File: config.mk
export PLATFORM = sky130hd
export DESIGN_NAME = dm_arbiter
export DESIGN_NICKNAME = d
export VERILOG_FILES = /design/src/rtl/dm_arbiter.sv
export SDC_FILE = /design/constraint.sdc
export NUM_CORES = 1
export LEC_CHECK = 0
export CORE_MARGIN = 4
export CORE_UTILIZATION = 35
export DETAILED_ROUTE_END_ITERATION = 16
export PLACE_DENSITY_LB_ADDON = 0.05
export SLEW_MARGIN = 40
export SYNTH_ARGS = -nofsm -noshare
export SYNTH_HDL_FRONTEND = slang
export SYNTH_SLANG_ARGS = --single-unit
File: constraint.sdc
create_clock -name clk -period 2.1 [get_ports clk]
set_input_delay 0.42 -clock clk [delete_from_list [all_inputs] [get_ports clk]]
set_output_delay 0.42 -clock clk [all_outputs]
set_load 0.05 [all_outputs]
File: src/rtl/dm_arbiter.sv
// Shares one DRAM port between NUM_CORES cores (round-robin FSM in RUN) and the com interface.
// Define ARB_FIXED_PRIO_EN for fixed priority (lowest core index wins) instead of round-robin.
module dm_arbiter #(
  parameter int unsigned NUM_CORES = 2,
  parameter int unsigned ADDR_W    = 16,
  parameter int unsigned DATA_W    = 16
) (
  input  logic                        clk,
  input  logic                        rst,
  input  logic [1:0]                  status,
  input  logic [ADDR_W-1:0]           com_addr,
  input  logic [DATA_W-1:0]           com_data_in,
  input  logic                        com_wr_en,
  output logic [DATA_W-1:0]           com_data_out,
  input  logic [NUM_CORES-1:0]        core_req,
  input  logic [NUM_CORES-1:0]        core_wr_en,
  input  logic [NUM_CORES*ADDR_W-1:0] core_addr,
  input  logic [NUM_CORES*DATA_W-1:0] core_wdata,
  output logic [NUM_CORES-1:0]        core_grant,
  output logic [NUM_CORES-1:0]        core_done,
  output logic [DATA_W-1:0]           core_rdata,
  output logic [ADDR_W-1:0]           DM_addr,
  output logic [DATA_W-1:0]           DM_data_in,
  output logic                        DM_write_en,
  input  logic [DATA_W-1:0]           DM_out,
  output logic                        busy
);

  localparam int unsigned IdxW      = (NUM_CORES > 1) ? $clog2(NUM_CORES) : 1;
  localparam logic [1:0]  StatusRun = 2'b01;

  typedef enum logic [1:0] {StIdle, StAccess, StResp, StDone} state_e;

  state_e              state_q, state_d;
  logic [IdxW-1:0]     win_q, pick_idx, cand_idx;
  logic                pick_found, run, load;
  logic [ADDR_W-1:0]   addr_q, sel_addr;
  logic [DATA_W-1:0]   wdata_q, sel_wdata, rdata_q;
  logic                we_q, sel_we;
  logic [NUM_CORES-1:0] win_onehot;

  assign run  = (status == StatusRun);
  assign load = (state_q == StIdle) && run && pick_found;

`ifndef ARB_FIXED_PRIO_EN
  logic [IdxW-1:0] rr_ptr_q;

  // Pointer holds the last winner; the search starts one past it.
  always_ff @(posedge clk) begin
    if (rst) begin
      rr_ptr_q <= IdxW'(NUM_CORES - 1);
    end else if (load) begin
      rr_ptr_q <= pick_idx;
    end
  end
`endif

  always_comb begin
    pick_found = 1'b0;
    pick_idx   = '0;
    cand_idx   = '0;
    for (int unsigned i = 1; i <= NUM_CORES; i++) begin
`ifdef ARB_FIXED_PRIO_EN
      cand_idx = IdxW'(i - 1);
`else
      cand_idx = IdxW'((32'(rr_ptr_q) + i) % NUM_CORES);
`endif
      if (!pick_found && core_req[cand_idx]) begin
        pick_found = 1'b1;
        pick_idx   = cand_idx;
      end
    end
  end

  always_comb begin
    sel_addr  = '0;
    sel_wdata = '0;
    sel_we    = 1'b0;
    for (int unsigned i = 0; i < NUM_CORES; i++) begin
      if (pick_idx == IdxW'(i)) begin
        sel_addr  = core_addr[i*ADDR_W +: ADDR_W];
        sel_wdata = core_wdata[i*DATA_W +: DATA_W];
        sel_we    = core_wr_en[i];
      end
    end
  end

  always_comb begin
    win_onehot = '0;
    for (int unsigned i = 0; i < NUM_CORES; i++) begin
      win_onehot[i] = (win_q == IdxW'(i));
    end
  end

  always_ff @(posedge clk) begin
    if (rst) begin
      state_q <= StIdle;
    end else begin
      state_q <= state_d;
    end
  end

  always_comb begin
    state_d = state_q;
    unique case (state_q)
      StIdle:   if (run && pick_found) state_d = StAccess;
      StAccess: state_d = we_q ? StDone : StResp;
      StResp:   state_d = StDone;
      StDone:   state_d = StIdle;
      default:  state_d = StIdle;
    endcase
  end

  always_ff @(posedge clk) begin
    if (rst) begin
      win_q   <= '0;
      addr_q  <= '0;
      wdata_q <= '0;
      we_q    <= 1'b0;
      rdata_q <= '0;
    end else begin
      if (load) begin
        win_q   <= pick_idx;
        addr_q  <= sel_addr;
        wdata_q <= sel_wdata;
        we_q    <= sel_we;
      end
      // DRAM read data arrives one cycle after the ACCESS address.
      if (state_q == StResp) begin
        rdata_q <= DM_out;
      end
    end
  end

  always_comb begin
    DM_addr     = addr_q;
    DM_data_in  = wdata_q;
    DM_write_en = 1'b0;
    core_grant  = '0;
    core_done   = '0;
    unique case (state_q)
      StIdle: begin
        // Com owns the port only when idle, so a mid-transaction mode change cannot write.
        if (!run) begin
          DM_addr     = com_addr;
          DM_data_in  = com_data_in;
          DM_write_en = com_wr_en;
        end
      end
      StAccess: begin
        DM_write_en = we_q;
        core_grant  = win_onehot;
      end
      StResp: ;
      StDone: core_done = win_onehot;
      default: ;
    endcase
  end

  assign busy         = (state_q != StIdle);
  assign core_rdata   = rdata_q;
  assign com_data_out = DM_out;

endmodule
# Word level (Yosys, flattened, before mapping)

Index checks and enable logic that the tools add are counted.
Widths: inputs -> output; s select.

Reduce and logical (&&, ||, !) cells: 7
$add $sub $neg: 2
Bitwise operators: 1
Order comparisons: 2
Equality and inequality tests: 5
Mux-type cells: 22

Operators with widths:

| operator            | number |
|---|---|
| $mux 16             | 6 |
| $mux 1              | 11 |
| $pmux 2 s4          | 1 |
| $mux 2              | 3 |
| $eq 2x1->1 const B  | 2 |
| $eq 2x2->1 const B  | 2 |
| $logic_and 1x1->1   | 4 |
| $lt 1x2->1 const B  | 2 |
| $add 1x1->1 const B | 2 |
| $logic_not 2->1     | 1 |
| $ne 2x1->1 const B  | 1 |
| $pmux 1 s2          | 1 |
| $reduce_bool 2->1   | 1 |
| $logic_not 1->1     | 1 |
| $not 1->1           | 1 |

Input bits: 121
Output and inout bits: 70
Register bits: 53
Word-level logic and storage cells: 46

# Depth between registers and ports, before layout

Gate-level depths: netlist of the first run.

Word-level depth: 10
Mapped depth: 7
Mapped depth without buffers: 6

# Worst setup path before layout of the first run

No wires, ideal clock.

Path type: register -> output
Start: register state_q[0]
End: output port DM_addr[0]
Buffers on the path: 1
Required time: 1680 ps
Cell stages (with the launch flop): 6
Path slack: 195 ps
Data arrival time: 1485 ps
Cell sequence: dfxtp_1 inv_1 ha_1 nand2_1 buf_2 mux2_2

Cells in the longest elaborated chain, start to end: 2

Ends and longest elaborated chain:

| what                   | RTL line | source |
|---|---|---|
| from (decl)            | 34       | `state_e state_q, state_d;` |
| from (signal assigned) | 97       | `state_q <= StIdle;` |
| from (signal assigned) | 99       | `state_q <= state_d;` |
| $logic_not 2->1        | 141      | `unique case (state_q)` |
| $mux 16                | 141      |  |
| to (decl)              | 22       | `output logic [ADDR_W-1:0] DM_addr,` |

Every way passes these cells.

# Final worst setup path of the first run

Start: register state_q[0]
End: output port DM_data_in[4]

Cells in the longest elaborated chain, start to end: 2

Ends and longest elaborated chain:

| what            | RTL line | source |
|---|---|---|
| $logic_not 2->1 | 141      |  |
| $mux 16         | 141      |  |
| to (decl)       | 23       | `output logic [DATA_W-1:0] DM_data_in,` |

Every way passes these cells.

==> flow_summary.yaml, run 1 <==
detailed_routing:
  drc: 0
  drtIter0Drc: 103
  ant_nets: 0
  routed_wl_um: 10100
  firstDrtPassIters: 4
  num_vias: 2939
  via_per_inst: 4.91
  wire_per_inst_um: 16.8
global_route:
  grt_pass1_wl_um: 15000
  grt_max_degree: 54
  track_usage_pct: 21.1
  grt_pass1_vias: 3030
  antenna_found_initial: 0
  grt.overflow.total: 0
setup_path:
  worstPathBufferInverterCount: 4
  path_cells: "inv_4 > ha_4 > nand2_8 > buf_6 > buf_12 > mux2_4 > buf_12"
  crit_slowest_cell: "dfxtp_2"
  crit_top_cell: "buf_12"
  worstPathMaxFanout: 8
  startpoint_type: "flip-flop"
  worstPathRequired_ns: 1.68
  endpoint_kind: "output port"
  critPathMaxStageDelay_ns: 0.37
  critical_path_class: "flip-flop to output port"
  crit_family: "buffers and inverters"
  cp.arrival_ns: 1.71
logic_synthesis:
  synthSimpleGateAreaFrac_pct: 18.8
  syn_nets: 446
  synth-seq-cells: 53
  synth_top_family_by_area: "multiplexers"
  syn_area_um2: 2740
  muxShareOfSynthArea_pct: 19.8
  yosys.area_share.xor_xnor_pct: 0
  synth_cells: 321
  ys_seq_area_share_pct: 38.8
  synth_compound_area_share_pct: 12.0
  ys_types: 19
  avgSynthCellArea_um2: 8.52
  yosysWarnings: 0
  synthAdderAreaFrac_pct: 1.83
timing:
  fin_ws_ns: -0.0328
  drv_slew: 0
  clock_skew_ns: 0.0132
  finalCriticalPeriod_ns: 2.13
  tightest_slew_ns: 0.576
  fmax_ghz: 0.469
  setup_violations: 21
  maxSlewHeadroom_pct: 61.6
  finalHoldViolCount: 0
  rsz0062_at_grt: "yes"
  finalCritPeriodShare_pct: 102
  timing.setup.tns_ns: -0.449
pwr:
  irDropWorstVdd_mv: 0.442
  power.density_nw_per_um2: 639
  p_sw_share_pct: 33.2
  power_leakage_nw: 2.28
  p_int_w: 0.00239
  combPwrFrac_pct: 48.9
  p_seq_share_pct: 31.0
  p_total_w: 0.00357
  p_sw_w: 0.00119
  p_clk_share_pct: 20.1
die:
  die_h_um: 96.4
  initial_core_util_pct: 36.9
  placementRows: 31
  io_pins: 191
  coreArea_um2: 7410
  die_w_um: 96.4
  dieArea_um2: 9300
placement:
  dp_hpwl_um: 7250
  io_buffers: 190
  dpl_cell_area_um2: 5190
  pre_cts_slack_ns: -0.200
  place_congestion: 0.740
cells_and_area:
  antenna_cells: 0
  fin_nets: 624
  syn_to_final_growth_pct: 105
  finish.instance_area_um2: 5600
  drive_gt1_share_pct: 25.0
clocking:
  insertion_delay_ns: 0.30
  cts_hold_buf: 0
  cts_sinks: 53
  numCtsBuffers: 5
  clock-root-buffer: "clkbuf_8"
  htreeDepth: 2
  cts_tree: "done"
  clk_pin_slew_ns: 0.10
  cts_buffer_depth: 2
flow_run:
  maxCapViolCount: 0
run_status:
  violations: "setup timing"
  outcome: "finished, violations left"
worst_hold_path:
  hold_path.class: "flip-flop to flip-flop"
## cell families (layout without fill, tap and decap cells)
logic type / Yosys count / in the layout
buffers and inverters: 45 / 224
and+or+nand+nor: 130 / 130
muxes: 50 / 50
DFF: 53 / 53
adders and majority gates: 4 / 4
AOI/OAI and AO/OA: 39 / 39
## repair_timing
action,in CTS,in global routing
buffers inserted,7,2
resized for setup,45,5
pin swaps,2,2
gates cloned,3,0
setup endpoints to repair,32,32
## Yosys cell counts
cell type | number | area share, %
dfxtp_1 | 53 | 39
inv_1 | 3 | 0.41
ha_1 | 4 | 1.8
mux2_2 | 32 | 13
a21oi_1 | 2 | 0.37
nor3_4 | 1 | 0.59
a311oi_1 | 34 | 11
clkbuf_1 | 15 | 2.1
and2_1 | 3 | 0.69
inv_2 | 1 | 0.14
a32o_1 | 1 | 0.37
nand2b_1 | 1 | 0.23
nor2b_1 | 2 | 0.46
buf_2 | 10 | 1.8
buf_4 | 16 | 4.4
nand2_1 | 69 | 9.5
nor2_1 | 54 | 7.4
o21ai_0 | 2 | 0.37
mux2i_1 | 18 | 6.6
## flip-flops by register name, summed over array words and instances (netlist names)
signal,cells
rr_ptr_q,1
we_q,1
wdata_q,16
state_q,2
win_q,1
core_rdata,16
addr_q,16
## area by class of cell
class / count / area (um2)
Tap cell: 99 / 124
Inverter: 4 / 17.5
Clock buffer: 7 / 86.3
Timing Repair Buffer: 212 / 2690
Multi-Input combinational cell: 223 / 1590
Clock inverter: 1 / 30.0
Fill cell: 536 / 1810
Sequential cell: 53 / 1060
## final timing paths
| check | cells after the start | end | from | slack, ns |
|---|---|---|---|---|
| max | 7 | DM_data_in[4] | state_q[0] | -0.03 |
| min | 2 | rr_ptr_q | rr_ptr_q | 0.49 |
| max reg2reg | 9 | addr_q[8] | state_q[0] | 0.27 |
| min reg2reg | 2 | rr_ptr_q | rr_ptr_q | 0.49 |
## cell usage in the layout, fill, tap and decap left out
cell,instances
buf_2,1
buf_4,15
ha_1,3
inv_1,1
nor3_4,1
a21oi_1,2
nand2_1,68
a311oi_1,34
dfxtp_2,2
bufinv_16,1
ha_4,1
and2_1,3
a32o_1,1
inv_2,2
buf_6,2
o21ai_0,2
nor2b_1,2
clkdlybuf4s50_1,133
buf_12,57
dfxtp_1,51
nand2_8,1
buf_16,2
nor2_1,54
nand2b_4,1
clkbuf_8,6
clkbuf_1,1
dlygate4sd2_1,2
mux2_4,32
inv_4,1
mux2i_1,18
## through the flow
| stage | hold slack, ns | utilization (%) | std cells |
|---|---|---|---|
| finish | 0.491 | 75.5 | 599 |
| global route | 0.520 | 75.5 | 599 |
| CTS | 0.504 | 75.6 | 599 |
| detailed placement | 0.484 | 70.0 | 581 |
| global placement | 0.460 | 70.0 | 581 |
| floorplan | 0.445 | - | 321 |
## power by group through the flow
stage / Sequential [W] / Clock [W] / Combinational [W]
2_1_floorplan: 0.00115 / 0 / 0.000750
3_3_place_gp: 0.00113 / 0 / 0.00156
3_5_place_dp: 0.00113 / 0 / 0.00159
4_1_cts: 0.00111 / 0.000732 / 0.00177
5_1_grt: 0.00112 / 0.000766 / 0.00183
6_report: 0.00111 / 0.000718 / 0.00175
## worst register-to-register path: cells and delay by family, from the launching register on
family                     cells  cell delay (ns)
and+or+nand+nor                2             0.36
DFF                            1             0.35
buffers and inverters          5             0.60
AOI/OAI and AO/OA              1             0.27
adders and majority gates      1             0.17
## metal layers
metal  track usage, %  wire length [um]  vias up
met5                0                 0        -
met4             7.13               247        0
met3             5.34               873       14
met2             39.7              5290      122
met1             22.7              3680     1361
li1                 -                 -     1442
Note: power is estimated with default switching activity, not from simulation.
==> inputs of run 2 (changes only) <==
Settings changed: MAX_ROUTING_LAYER from default to met4, SLEW_MARGIN 40 to 20.
==> flow_summary.yaml, run 2 (synthesis results as in run 1) <==
run_status:
  outcome: "finished, violations left"
  violations: "setup timing"
setup_path:
  cp-startpoint: "state_q[0]"
  timing.rr.start: "state_q[0]"
  worstPathMaxFanout: 8
  cp.arrival_ns: 1.71
  reg2regPathDepth: 9
  endpoint_kind: "output port"
  startpoint_type: "flip-flop"
  critical_path_class: "flip-flop to output port"
  worstPathRequired_ns: 1.68
clocking:
  insertion_delay_ns: 0.30
  cts_buffer_depth: 2
  htreeDepth: 2
  numCtsBuffers: 5
  clock-root-buffer: "clkbuf_8"
  cts_hold_buf: 0
  cts_tree: "done"
  clk_pin_slew_ns: 0.10
  cts_sinks: 53
timing:
  setup_violations: 20
  fin_ws_ns: -0.0298
  fmax_ghz: 0.470
  clock_skew_ns: 0.0134
  finalHoldWorstSlack_ns: 0.491
  finalCritPeriodShare_pct: 101
  maxSlewHeadroom_pct: 61.2
  finalCriticalPeriod_ns: 2.13
  tightest_slew_ns: 0.582
  finalHoldViolCount: 0
  rsz0062_at_grt: "yes"
  drv_slew: 0
detailed_routing:
  via_per_inst: 4.92
  ant_nets: 0
  routed_wl_um: 10100
  num_vias: 2948
  drc: 0
  wire_per_inst_um: 16.8
  firstDrtPassIters: 4
  drtIter0Drc: 127
pwr:
  p_clk_share_pct: 20.0
  power_leakage_nw: 2.28
  combPwrFrac_pct: 49.0
  p_seq_share_pct: 31.0
  p_sw_w: 0.00119
  p_sw_share_pct: 33.2
  p_int_w: 0.00239
  irDropWorstVdd_mv: 0.442
  power.density_nw_per_um2: 638
worst_hold_path:
  hold_path.class: "flip-flop to flip-flop"
  hold-path-cell-count: 2
  hp-start: "rr_ptr_q"
die:
  die_w_um: 96.4
  initial_core_util_pct: 36.9
  die_h_um: 96.4
  dieArea_um2: 9300
  coreArea_um2: 7410
  io_pins: 191
  placementRows: 31
cells_and_area:
  fin_nets: 624
  final_common_cell: "clkdlybuf4s50_1"
  finish.instance_area_um2: 5600
  final_util_pct: 75.5
  drive_gt1_share_pct: 25.0
  syn_to_final_growth_pct: 105
  final_cell_mix: "clkdlybuf4s50_1 (133), nand2_1 (68), buf_12 (57)"
  antenna_cells: 0
global_route:
  grt_pass1_wl_um: 15100
  grt.overflow.total: 0
  grt_pass1_vias: 3033
  grt_max_degree: 54
  antenna_found_initial: 0
  track_usage_pct: 21.8
placement:
  place_congestion: 0.749
  dpl_cell_area_um2: 5190
  io_buffers: 190
  dp_hpwl_um: 7250
flow_run:
  maxCapViolCount: 0
-- run 2: cell counts in the layout (fill, tap and decap cells not counted) --
Identical to the previous run, type by type.
-- run 2: critical path, stage by stage, from the launching register on --
cell	delay, ns
dfxtp_2	0.37
inv_4	0.05
ha_4	0.17
nand2_8	0.07
buf_6	0.13
buf_12	0.14
mux2_4	0.32
buf_12	0.15
-- run 2: power by group through the flow --
stage	combinational (W)	sequential (W)	clock, W
after floorplan	0.000750	0.00115	0
after global placement	0.00156	0.00113	0
after detailed placement	0.00159	0.00113	0
after CTS	0.00177	0.00111	0.000732
after global routing	0.00183	0.00112	0.000768
final	0.00175	0.00111	0.000714
-- run 2: worst paths after layout --
| kind | endpoint | slack (ns) |
|---|---|---|
| max | DM_addr[14] | -0.03 |
| min reg2reg | rr_ptr_q | 0.49 |
| max reg2reg | addr_q[8] | 0.27 |
| min | rr_ptr_q | 0.49 |
-- run 2: final cells by class --
class | instances | area [um2]
clock buffers | 7 | 86.3
clock inverters | 1 | 30.0
fillers | 536 | 1810
inverters | 4 | 17.5
multi-input cells | 223 | 1590
flip-flops and latches | 53 | 1060
well taps | 99 | 124
repair buffers | 212 | 2690
-- run 2: per-stage QoR --
stage / power, W / setup WS, ns / instances / setup TNS [ns]
CTS: 0.00361 / -0.0315 / 599 / -0.663
global placement: 0.00269 / -0.188 / 581 / -5.40
detailed placement: 0.00271 / -0.200 / 581 / -5.98
floorplan: 0.00190 / 0.195 / 321 / 0
global route: 0.00371 / -0.0833 / 599 / -1.70
finish: 0.00357 / -0.0298 / 599 / -0.383
-- run 2: what timing repair did --
item,CTS,global route
setup buffers,7,2
cloned,3,0
endpoints found under the hold margin,0,0
gates resized for setup,45,5
endpoints found under the setup margin,32,32
pin swaps,2,2
-- run 2: per-layer routing --
metal  track usage [%]  routed length (um)
met5                 -                   0
met3              3.87                 772
met1              24.0                3770
met4              7.13                 291
met2              39.5                5260
